## src/rtl/ser6_pkg.sv

```systemverilog
// ser6_pkg: shared definitions for the ser6 round-robin serializer.
//   - state_e    : FSM states (PARITY is used only when SER6_PARITY_EN is defined)
//   - NREQ_DEF   : default requester count
//   - WIDTH_DEF  : default word width
//   - frame_len(): serial frame length in bits for a given word width
// Optional feature macro: SER6_PARITY_EN (appends an even-parity bit per frame).
package ser6_pkg;

    localparam int NREQ_DEF  = 4;
    localparam int WIDTH_DEF = 6;

    typedef enum logic [1:0] {
        ST_IDLE   = 2'd0,
        ST_SHIFT  = 2'd1,
        ST_PARITY = 2'd2
    } state_e;

    // Number of serial bit-times one frame occupies.
    function automatic int frame_len(input int width);
`ifdef SER6_PARITY_EN
        return width + 1;
`else
        return width;
`endif
    endfunction

endpackage

```

## src/rtl/ser6_rr_arb.sv

```systemverilog
// ser6_rr_arb: combinational round-robin pick.
//   req    in  NREQ  pending requests
//   ptr    in  IDW   highest-priority index for this pick
//   onehot out NREQ  one-hot winner (0 when nothing requested)
//   idx    out IDW   winner index (0 when nothing requested)
//   any    out 1     some request was found
module ser6_rr_arb
    import ser6_pkg::*;
#(
    parameter int NREQ = NREQ_DEF,
    parameter int IDW  = $clog2(NREQ)
) (
    input  logic [NREQ-1:0] req,
    input  logic [IDW-1:0]  ptr,
    output logic [NREQ-1:0] onehot,
    output logic [IDW-1:0]  idx,
    output logic            any
);

    logic [IDW-1:0] cand_s;
    logic           hit_s;

    // Scan from ptr upward (wrapping at NREQ); the first pending request wins.
    always_comb begin
        onehot = '0;
        idx    = '0;
        any    = 1'b0;
        cand_s = '0;
        hit_s  = 1'b0;
        for (int k = 0; k < NREQ; k++) begin
            cand_s         = IDW'((int'(ptr) + k) % NREQ);
            hit_s          = !any && req[cand_s];
            onehot[cand_s] = onehot[cand_s] | hit_s;
            idx            = hit_s ? cand_s : idx;
            any            = any | hit_s;
        end
    end

endmodule

```

## src/rtl/ser6_sched.sv

```systemverilog
// ser6_sched: round-robin scheduler sharing one WIDTH-bit PISO serializer
// among NREQ requesters. A word is accepted from the winner in the accept
// slot (idle, or the last bit-time of the running frame) and shifted out
// LSB-first starting the next cycle, so back-to-back frames have no gap.
//   clk, rst     : clock, synchronous active-high reset
//   req_valid    : per-requester word pending
//   req_data     : word i at [i*WIDTH +: WIDTH]
//   req_ready    : one-hot accept strobe (forced 0 during rst)
//   dout         : serial data, LSB first
//   dout_valid   : dout carries a frame bit
//   frame_start  : first bit of a frame
//   gnt_id       : owner of the current/last frame
//   busy         : a frame is being shifted
// Optional feature macro: SER6_PARITY_EN adds a trailing even-parity bit;
// the accept slot then moves to that parity cycle.
module ser6_sched
    import ser6_pkg::*;
#(
    parameter  int NREQ  = NREQ_DEF,
    parameter  int WIDTH = WIDTH_DEF,
    localparam int IDW   = $clog2(NREQ)
) (
    input  logic                  clk,
    input  logic                  rst,
    input  logic [NREQ-1:0]       req_valid,
    input  logic [NREQ*WIDTH-1:0] req_data,
    output logic [NREQ-1:0]       req_ready,
    output logic                  dout,
    output logic                  dout_valid,
    output logic                  frame_start,
    output logic [IDW-1:0]        gnt_id,
    output logic                  busy
);

    localparam int CW = (WIDTH > 1) ? $clog2(WIDTH) : 1;

    state_e           state_q, state_d;
    logic [CW-1:0]    bit_cnt_q, bit_cnt_d;
    logic [IDW-1:0]   rr_ptr_q, rr_ptr_d;
    logic [WIDTH-1:0] sreg_q, sreg_d;
    logic [IDW-1:0]   gnt_q, gnt_d;
`ifdef SER6_PARITY_EN
    logic             par_q, par_d;
`endif

    logic [NREQ-1:0]  win_onehot_s;
    logic [IDW-1:0]   win_idx_s;
    logic             win_any_s;
    logic             slot_s;
    logic             accept_s;
    logic [WIDTH-1:0] word_s;

    ser6_rr_arb #(
        .NREQ (NREQ),
        .IDW  (IDW)
    ) u_arb (
        .req    (req_valid),
        .ptr    (rr_ptr_q),
        .onehot (win_onehot_s),
        .idx    (win_idx_s),
        .any    (win_any_s)
    );

    // Accept slot, accept strobe and winner word selection.
    always_comb begin
`ifdef SER6_PARITY_EN
        slot_s = (state_q == ST_IDLE) || (state_q == ST_PARITY);
`else
        slot_s = (state_q == ST_IDLE) ||
                 ((state_q == ST_SHIFT) && (bit_cnt_q == CW'(WIDTH - 1)));
`endif
        accept_s  = slot_s && win_any_s && !rst;
        req_ready = accept_s ? win_onehot_s : '0;
        word_s    = '0;
        for (int i = 0; i < NREQ; i++) begin
            word_s = word_s | (win_onehot_s[i] ? req_data[i*WIDTH +: WIDTH] : '0);
        end
    end

    // Next-state: a grant always (re)starts a frame, otherwise advance the shifter.
    always_comb begin
        state_d   = state_q;
        bit_cnt_d = bit_cnt_q;
        rr_ptr_d  = rr_ptr_q;
        sreg_d    = sreg_q;
        gnt_d     = gnt_q;
`ifdef SER6_PARITY_EN
        par_d     = par_q;
`endif
        if (accept_s) begin
            sreg_d    = word_s;
            gnt_d     = win_idx_s;
            rr_ptr_d  = (win_idx_s == IDW'(NREQ - 1)) ? '0 : win_idx_s + IDW'(1);
            state_d   = ST_SHIFT;
            bit_cnt_d = '0;
`ifdef SER6_PARITY_EN
            par_d     = ^word_s;
`endif
        end else begin
            case (state_q)
                ST_SHIFT: begin
                    sreg_d = sreg_q >> 1;
                    if (bit_cnt_q == CW'(WIDTH - 1)) begin
`ifdef SER6_PARITY_EN
                        state_d = ST_PARITY;
`else
                        state_d = ST_IDLE;
`endif
                        bit_cnt_d = '0;
                    end else begin
                        bit_cnt_d = bit_cnt_q + CW'(1);
                    end
                end
                ST_PARITY: state_d = ST_IDLE;
                ST_IDLE:   state_d = ST_IDLE;
                default:   state_d = ST_IDLE;
            endcase
        end
    end

    // State register; reset abandons any partial frame.
    always_ff @(posedge clk) begin
        if (rst) begin
            state_q   <= ST_IDLE;
            bit_cnt_q <= '0;
            rr_ptr_q  <= '0;
            sreg_q    <= '0;
            gnt_q     <= '0;
`ifdef SER6_PARITY_EN
            par_q     <= 1'b0;
`endif
        end else begin
            state_q   <= state_d;
            bit_cnt_q <= bit_cnt_d;
            rr_ptr_q  <= rr_ptr_d;
            sreg_q    <= sreg_d;
            gnt_q     <= gnt_d;
`ifdef SER6_PARITY_EN
            par_q     <= par_d;
`endif
        end
    end

    // Serial outputs decoded purely from registered state.
    always_comb begin
        dout        = 1'b0;
        dout_valid  = 1'b0;
        frame_start = 1'b0;
        busy        = 1'b0;
        case (state_q)
            ST_SHIFT: begin
                dout        = sreg_q[0];
                dout_valid  = 1'b1;
                busy        = 1'b1;
                frame_start = (bit_cnt_q == '0);
            end
            ST_PARITY: begin
`ifdef SER6_PARITY_EN
                dout       = par_q;
                dout_valid = 1'b1;
                busy       = 1'b1;
`endif
            end
            default: begin
                dout = 1'b0;
            end
        endcase
        gnt_id = gnt_q;
    end

endmodule

```

## config.mk

```make
export PLATFORM = sky130hd
export DESIGN_NAME = ser6_sched
export DESIGN_NICKNAME = d
export VERILOG_FILES = /design/src/rtl/ser6_pkg.sv /design/src/rtl/ser6_rr_arb.sv /design/src/rtl/ser6_sched.sv
export SDC_FILE = /design/constraint.sdc
export NUM_CORES = 1
export LEC_CHECK = 0
export BUFFER_PORTS_ARGS = -buffer_cell sky130_fd_sc_hd__buf_2
export CORE_MARGIN = 2
export CORE_UTILIZATION = 50
export CTS_CLUSTER_DIAMETER = 120
export DETAILED_ROUTE_END_ITERATION = 6
export PLACE_DENSITY = 0.87
export SLEW_MARGIN = 15
export SYNTH_ARGS = -nofsm -noshare
export SYNTH_HDL_FRONTEND = slang
export SYNTH_SLANG_ARGS = --single-unit
```

## constraint.sdc

```tcl
create_clock -name clk -period 3.5 [get_ports clk]
set_input_delay 0.7 -clock clk [delete_from_list [all_inputs] [get_ports clk]]
set_output_delay 0.7 -clock clk [all_outputs]
set_load 0.1 [all_outputs]
```

==> flow_metrics.env, run 1 <==
export IMPL_gp_congestion=0.916
export IMPL_fp_dieW_um=63.7
export IMPL_first_iter_violations=119
export IMPL_start_util=0.526
export IMPL_period_share=1.08
export IMPL_worstMarginPinSlew_ns=0.704
export IMPL_yosys_warnings=0
export IMPL_clkSinkCount=14
export IMPL_first_global_vias=2078
export IMPL_worstHoldStart="gnt_id[1]"
export IMPL_synthCells=209
export IMPL_crit_path_max_incr_delay_ns=0.39
export IMPL_worst_setup_path_start_kind="flop"
export IMPL_io_buffers=39
export IMPL_p_per_area_mw_per_mm2=1140
export IMPL_synth_ff_type="dfxtp_1"
export IMPL_wl_met3_um=328
export IMPL_hold_path_depth=2
export IMPL_antenna_left=0
export IMPL_cts_hold_buffers_added=0
export IMPL_critical_path_class="reg -> out"
export IMPL_final_cell_mix="43 x buf_4, 35 x buf_2, 14 x nor2_1, 13 x dfxtp_1"
export IMPL_clock_skew_ns=0.0112
export IMPL_outcome="complete, but fails checks"
export IMPL_dp_hpwl_um=4230
export IMPL_crit_buf_inv=3
export IMPL_cts_tree="built"
export IMPL_critical_path_top_delay_family="multiplexers"
export IMPL_grt_pass1_wl_um=9780
export IMPL_hold_viol_final=0
export IMPL_synthArstFlopShare=0
export IMPL_syn_avg_cell_area_um2=8.52
export IMPL_slowest_stage="mux2_4"
export IMPL_cts_path_max_buffers=2
export IMPL_r2r_end="sreg_q[1]"
export IMPL_h_tree_depth=1
export IMPL_dp_cells=312
export IMPL_clk_pin_slew_worst_paths_ns=0.09
export IMPL_worstPathCellList="clkinvlp_4 -> ha_4 -> mux4_2 -> mux2_4 -> a221oi_4 -> buf_4 -> a31oi_4 -> a21oi_2 -> nor3_4 -> nor3b_4 -> buf_12"
export IMPL_boundaryPins=40
export IMPL_first_pass_iters=5
export IMPL_viasPerCell=6.52
export IMPL_max_slew_margin=0.530
export IMPL_syn_nets=243
export IMPL_arrival_ns=3.07
export IMPL_rrSetupSlack_ns=0.27
export IMPL_track_usage=0.305
export IMPL_synth_edff_count=0
export IMPL_setup_violations=4
export IMPL_top_layer_used="met4"
export IMPL_grt_overflow=0
export IMPL_p_leak_nw=1.01
export IMPL_final_common_cell="buf_4"
export IMPL_period_minus_slack_ns=3.77
export IMPL_num_vias=2124
export IMPL_n_antenna_cell=0
export IMPL_routed_wl_um=6340
export IMPL_rsz0062_at_grt="true"
export IMPL_grt_start_max_net_pins=19
export IMPL_drc_errors=0
export IMPL_yosysUniqueCellTypes=62
export IMPL_layoutNonFillerInstCount=326
export IMPL_r2r_cells=13
export IMPL_maxCapViolations=0
export IMPL_die_area_mm2=0.00406
export IMPL_cp_end_kind="output port"
export IMPL_worst_hold_path_endpoint="gnt_id[1]"
export IMPL_max_freq_mhz=265
export IMPL_critPathRequiredTime_ns=2.80
export IMPL_rows=21
export IMPL_synth_seq_area_share=0.157
export IMPL_violations="negative setup slack"
export IMPL_drive_above_1_share=0.564
export IMPL_final_nets=315
export IMPL_setup_ws_ns=-0.269
export IMPL_syn_to_final_growth_pct=48.9
export IMPL_ir_drop_v=0.000828
export IMPL_syn_cell_area_mm2=0.00178
export IMPL_clock_latency_ns=0.29
export IMPL_wl_per_cell_um=19.4
export IMPL_core_area_mm2=0.00339
export IMPL_hp_class="reg -> reg"
export IMPL_antenna_found_initial=0
export IMPL_cts_root_buf="clkbuf_4"
export IMPL_wl_met1_um=2400
export IMPL_die_h_um=63.7
export IMPL_fin_setup_tns_ns=-1.01
export IMPL_fillers=207
export IMPL_cts_buffers=3
export IMPL_wl_met2_um=3290
export IMPL_final_max_slew_viol_count=0
export IMPL_ys_seq_elements=14
export IMPL_path_max_fanout=8
export IMPL_fin_util=0.783
==> how the worst max path moves through the flow <==
stage / start / endpoint / slack [ns] / cells past startpoint
6_report: flop / req_ready[3] / -0.27 / 11
5_1_grt: flop / req_ready[0] / -0.41 / 13
4_1_cts: rr_ptr_q[1] / req_ready[1] / -0.17 / 13
3_5_place_dp: req_valid[1] / req_ready[1] / -0.14 / 9
3_3_place_gp: req_valid[3] / req_ready[3] / -0.08 / 9
2_1_floorplan: flop / req_ready[1] / -0.51 / 13
==> cell type report <==
class | count | area (µm²) | share of cell area
clock buffers | 4 | 26.3 | 0.00991
well taps | 46 | 57.6 | 0.0217
repair buffers | 85 | 616 | 0.232
multi-input cells | 171 | 1640 | 0.619
flip-flops and latches | 14 | 284 | 0.107
inverters | 6 | 26.3 | 0.00991
==> power by group <==
part           switching (mW)  internal [mW]  leakage (nW)
registers              0.0301          0.204         0.117
clock network          0.0527         0.0443        0.0150
logic                    1.49           1.19         0.878
==> registers in the layout, summed over array words and instances, names as in the netlist, named ones only <==
name	flops
bit_cnt_q	3
state_q	1
rr_ptr_q	1
gnt_id	2
sreg_q	6
==> cell usage after synthesis, drive strengths merged (4+ instances only) <==
| cell | n | area (µm²) |
|---|---|---|
| o21ai | 6 | 41.3 |
| and2b | 6 | 52.6 |
| dfxtp | 14 | 280 |
| a22oi | 10 | 93.8 |
| inv | 6 | 22.5 |
| a211oi | 7 | 52.6 |
| nor2b | 7 | 43.8 |
| ha | 4 | 50.1 |
| nor3 | 5 | 52.6 |
| nand3 | 10 | 50.1 |
| a221oi | 4 | 60.1 |
| buf | 11 | 88.8 |
| and2 | 6 | 40.0 |
| nor2 | 15 | 56.3 |
| a32oi | 6 | 52.6 |
| a2111oi | 4 | 36.3 |
| nor3b | 4 | 30.0 |
| a21oi | 22 | 140 |
| nand2 | 9 | 33.8 |
| clkbuf | 7 | 70.1 |
| a311oi | 8 | 70.1 |
==> timing repair <==
action / 4_1_cts / 5_1_grt
cloned: 0 / 0
gates resized for setup: 27 / 14
buffers inserted: 6 / 4
pin swaps: 10 / 12
setup endpoints to repair: 4 / 4
==> routing by layer <==
layer  track usage  vias to the layer above
met5             0                        -
met4         0.190                        0
met3        0.0357                       36
met2         0.550                       98
met1         0.336                     1033
li1              -                      957
==> tightest hold or removal path: cells and delay by family, from the launching register on <==
family          cells  cell delay (ns)
compound gates      1             0.06
flops               1             0.32
simple gates        1             0.05
==> cell families after synthesis <==
logic type	after synthesis	share of synthesized area
DFF	14	0.157
and+or+nand+nor	79	0.272
xor gates and xnor gates	2	0.00983
AOI/OAI and AO/OA	79	0.361
adders and majority gates	4	0.0281
buffers and inverters	24	0.102
muxes	7	0.0695
==> stage by stage <==
stage                     area [µm²]  total power, mW  hold WS (ns)  setup WS, ns
after floorplan                 1910             1.86         0.495        -0.506
after global placement          2330             2.29         0.446       -0.0848
after detailed placement        2330             2.36         0.454        -0.137
after CTS                       2510             2.73         0.467        -0.173
after global routing            2650             3.16         0.513        -0.411
final                           2650             3.01         0.470        -0.269
(Power assumes the default switching activity.)
==> inputs of run 2 (changes only) <==
Settings changed: ABC_CLOCK_PERIOD_IN_PS set to 3300.
Clock period 3.5 ns to 3.3 ns, I/O delays scaled along.
==> flow_metrics.env, run 2 (same netlist as run 1, synthesis figures left out) <==
export IMPL_syn_to_final_growth_pct=52.5
export IMPL_dp_hpwl_um=4100
export IMPL_ir_drop_v=0.000835
export IMPL_clock_latency_ns=0.29
export IMPL_max_freq_mhz=264
export IMPL_boundaryPins=40
export IMPL_cp_end_kind="output port"
export IMPL_setup_ws_ns=-0.489
export IMPL_period_minus_slack_ns=3.79
export IMPL_worstHoldStart="gnt_id[1]"
export IMPL_final_common_cell="buf_4"
export IMPL_violations="negative setup slack"
export IMPL_cts_tree="built"
export IMPL_grt_pass1_wl_um=10300
export IMPL_critical_path_class="reg -> out"
export IMPL_start_util=0.526
export IMPL_largest_reg_flops=6
export IMPL_cts_buffers=3
export IMPL_rsz0062_at_grt="true"
export IMPL_die_area_mm2=0.00406
export IMPL_worstMarginPinSlew_ns=0.686
export IMPL_hold_viol_final=0
export IMPL_n_antenna_cell=0
export IMPL_cts_path_max_buffers=2
export IMPL_track_usage=0.318
export IMPL_grt_start_max_net_pins=21
export IMPL_critPathRequiredTime_ns=2.64
export IMPL_first_iter_violations=192
export IMPL_fp_dieW_um=63.7
export IMPL_maxCapViolations=0
export IMPL_fin_setup_tns_ns=-1.94
export IMPL_clock_skew_ns=0.00815
export IMPL_final_cell_mix="53 x buf_4, 35 x buf_2, 15 x nor2_1, 13 x dfxtp_1, 12 x a21oi_2"
export IMPL_cts_root_buf="clkbuf_4"
export IMPL_drc_errors=0
export IMPL_final_nets=326
export IMPL_antenna_found_initial=0
export IMPL_routed_wl_um=6710
export IMPL_p_per_area_mw_per_mm2=1250
export IMPL_grt_overflow=0
export IMPL_max_slew_margin=0.542
export IMPL_top_register="sreg_q"
export IMPL_path_max_fanout=6
export IMPL_outcome="complete, but fails checks"
export IMPL_antenna_left=0
export IMPL_core_area_mm2=0.00339
export IMPL_p_leak_nw=1.07
export IMPL_io_buffers=39
export IMPL_first_pass_iters=4
export IMPL_wl_per_cell_um=19.9
export IMPL_num_vias=2153
export IMPL_viasPerCell=6.39
export IMPL_period_share=1.15
export IMPL_slowest_stage="dfxtp_4"
export IMPL_worstPathCellList="clkinvlp_4 -> ha_4 -> buf_6 -> mux4_2 -> mux2_4 -> a221oi_4 -> mux2i_4 -> a21oi_2 -> nor3_4 -> nor3b_4 -> buf_12"
export IMPL_clkSinkCount=14
export IMPL_worst_setup_path_start_kind="flop"
export IMPL_first_global_vias=2138
export IMPL_arrival_ns=3.13
export IMPL_final_max_slew_viol_count=0
export IMPL_clk_pin_slew_worst_paths_ns=0.09
export IMPL_h_tree_depth=1
export IMPL_crit_path_max_incr_delay_ns=0.39
export IMPL_rows=21
export IMPL_setup_violations=4
export IMPL_die_h_um=63.7
export IMPL_gp_congestion=0.911
export IMPL_holdWs_ns=0.464
export IMPL_hp_class="reg -> reg"
export IMPL_drive_above_1_share=0.581
## run 2: cell type report
cell class	count	area [µm²]
clock buffers	4	36.3
fillers	196	672
inverters	6	26.3
multi-input cells	171	1620
flip-flops and latches	14	284
well taps	46	57.6
repair buffers	96	698
## run 2: repair_timing
| item | CTS | global route |
|---|---|---|
| setup endpoints to repair | 4 | 10 |
| pin swaps | 26 | 14 |
| setup buffers | 13 | 2 |
| hold buffers | 0 | 0 |
| resized for setup | 28 | 12 |
## run 2: where the power goes
part	switching, mW	internal [mW]	leakage (nW)	total (mW)
clock network	0.0581	0.0672	0.0210	0.125
registers	0.0342	0.216	0.117	0.250
logic	1.63	1.38	0.930	3.01
total	1.73	1.66	1.07	3.39
## run 2: path summary, 6_finish.rpt
path | endpoint | slack (ns) | cells past startpoint
max | req_ready[1] | -0.49 | 11
max reg2reg | sreg_q[1] | 0.08 | 12
min reg2reg | gnt_id[1] | 0.46 | 2
min | gnt_id[1] | 0.46 | 2
## run 2: routing by layer
metal  wire length, µm  GRT usage
met1              2680      0.376
met2              3380      0.572
met3               381     0.0393
met4               279      0.139
met5                 0          0
## run 2: stage by stage
step / utilization / cells / instance area, µm² / setup slack, ns / power, mW
after floorplan: - / 209 / 1910 / -0.666 / 1.97
after global placement: 0.711 / 323 / 2410 / -0.284 / 2.54
after detailed placement: 0.711 / 323 / 2410 / -0.348 / 2.61
after CTS: 0.794 / 340 / 2690 / -0.373 / 3.14
after global routing: 0.802 / 337 / 2720 / -0.577 / 3.54
final: 0.802 / 337 / 2720 / -0.489 / 3.39
## run 2: critical path: cells and delay by family, from the launching register on
family	cells	cell delay (ns)
buffers and inverters	3	0.44
muxes	3	0.86
adders and majority gates	1	0.35
AOI/OAI and AO/OA	2	0.58
and+or+nand+nor	2	0.21
DFF	1	0.39
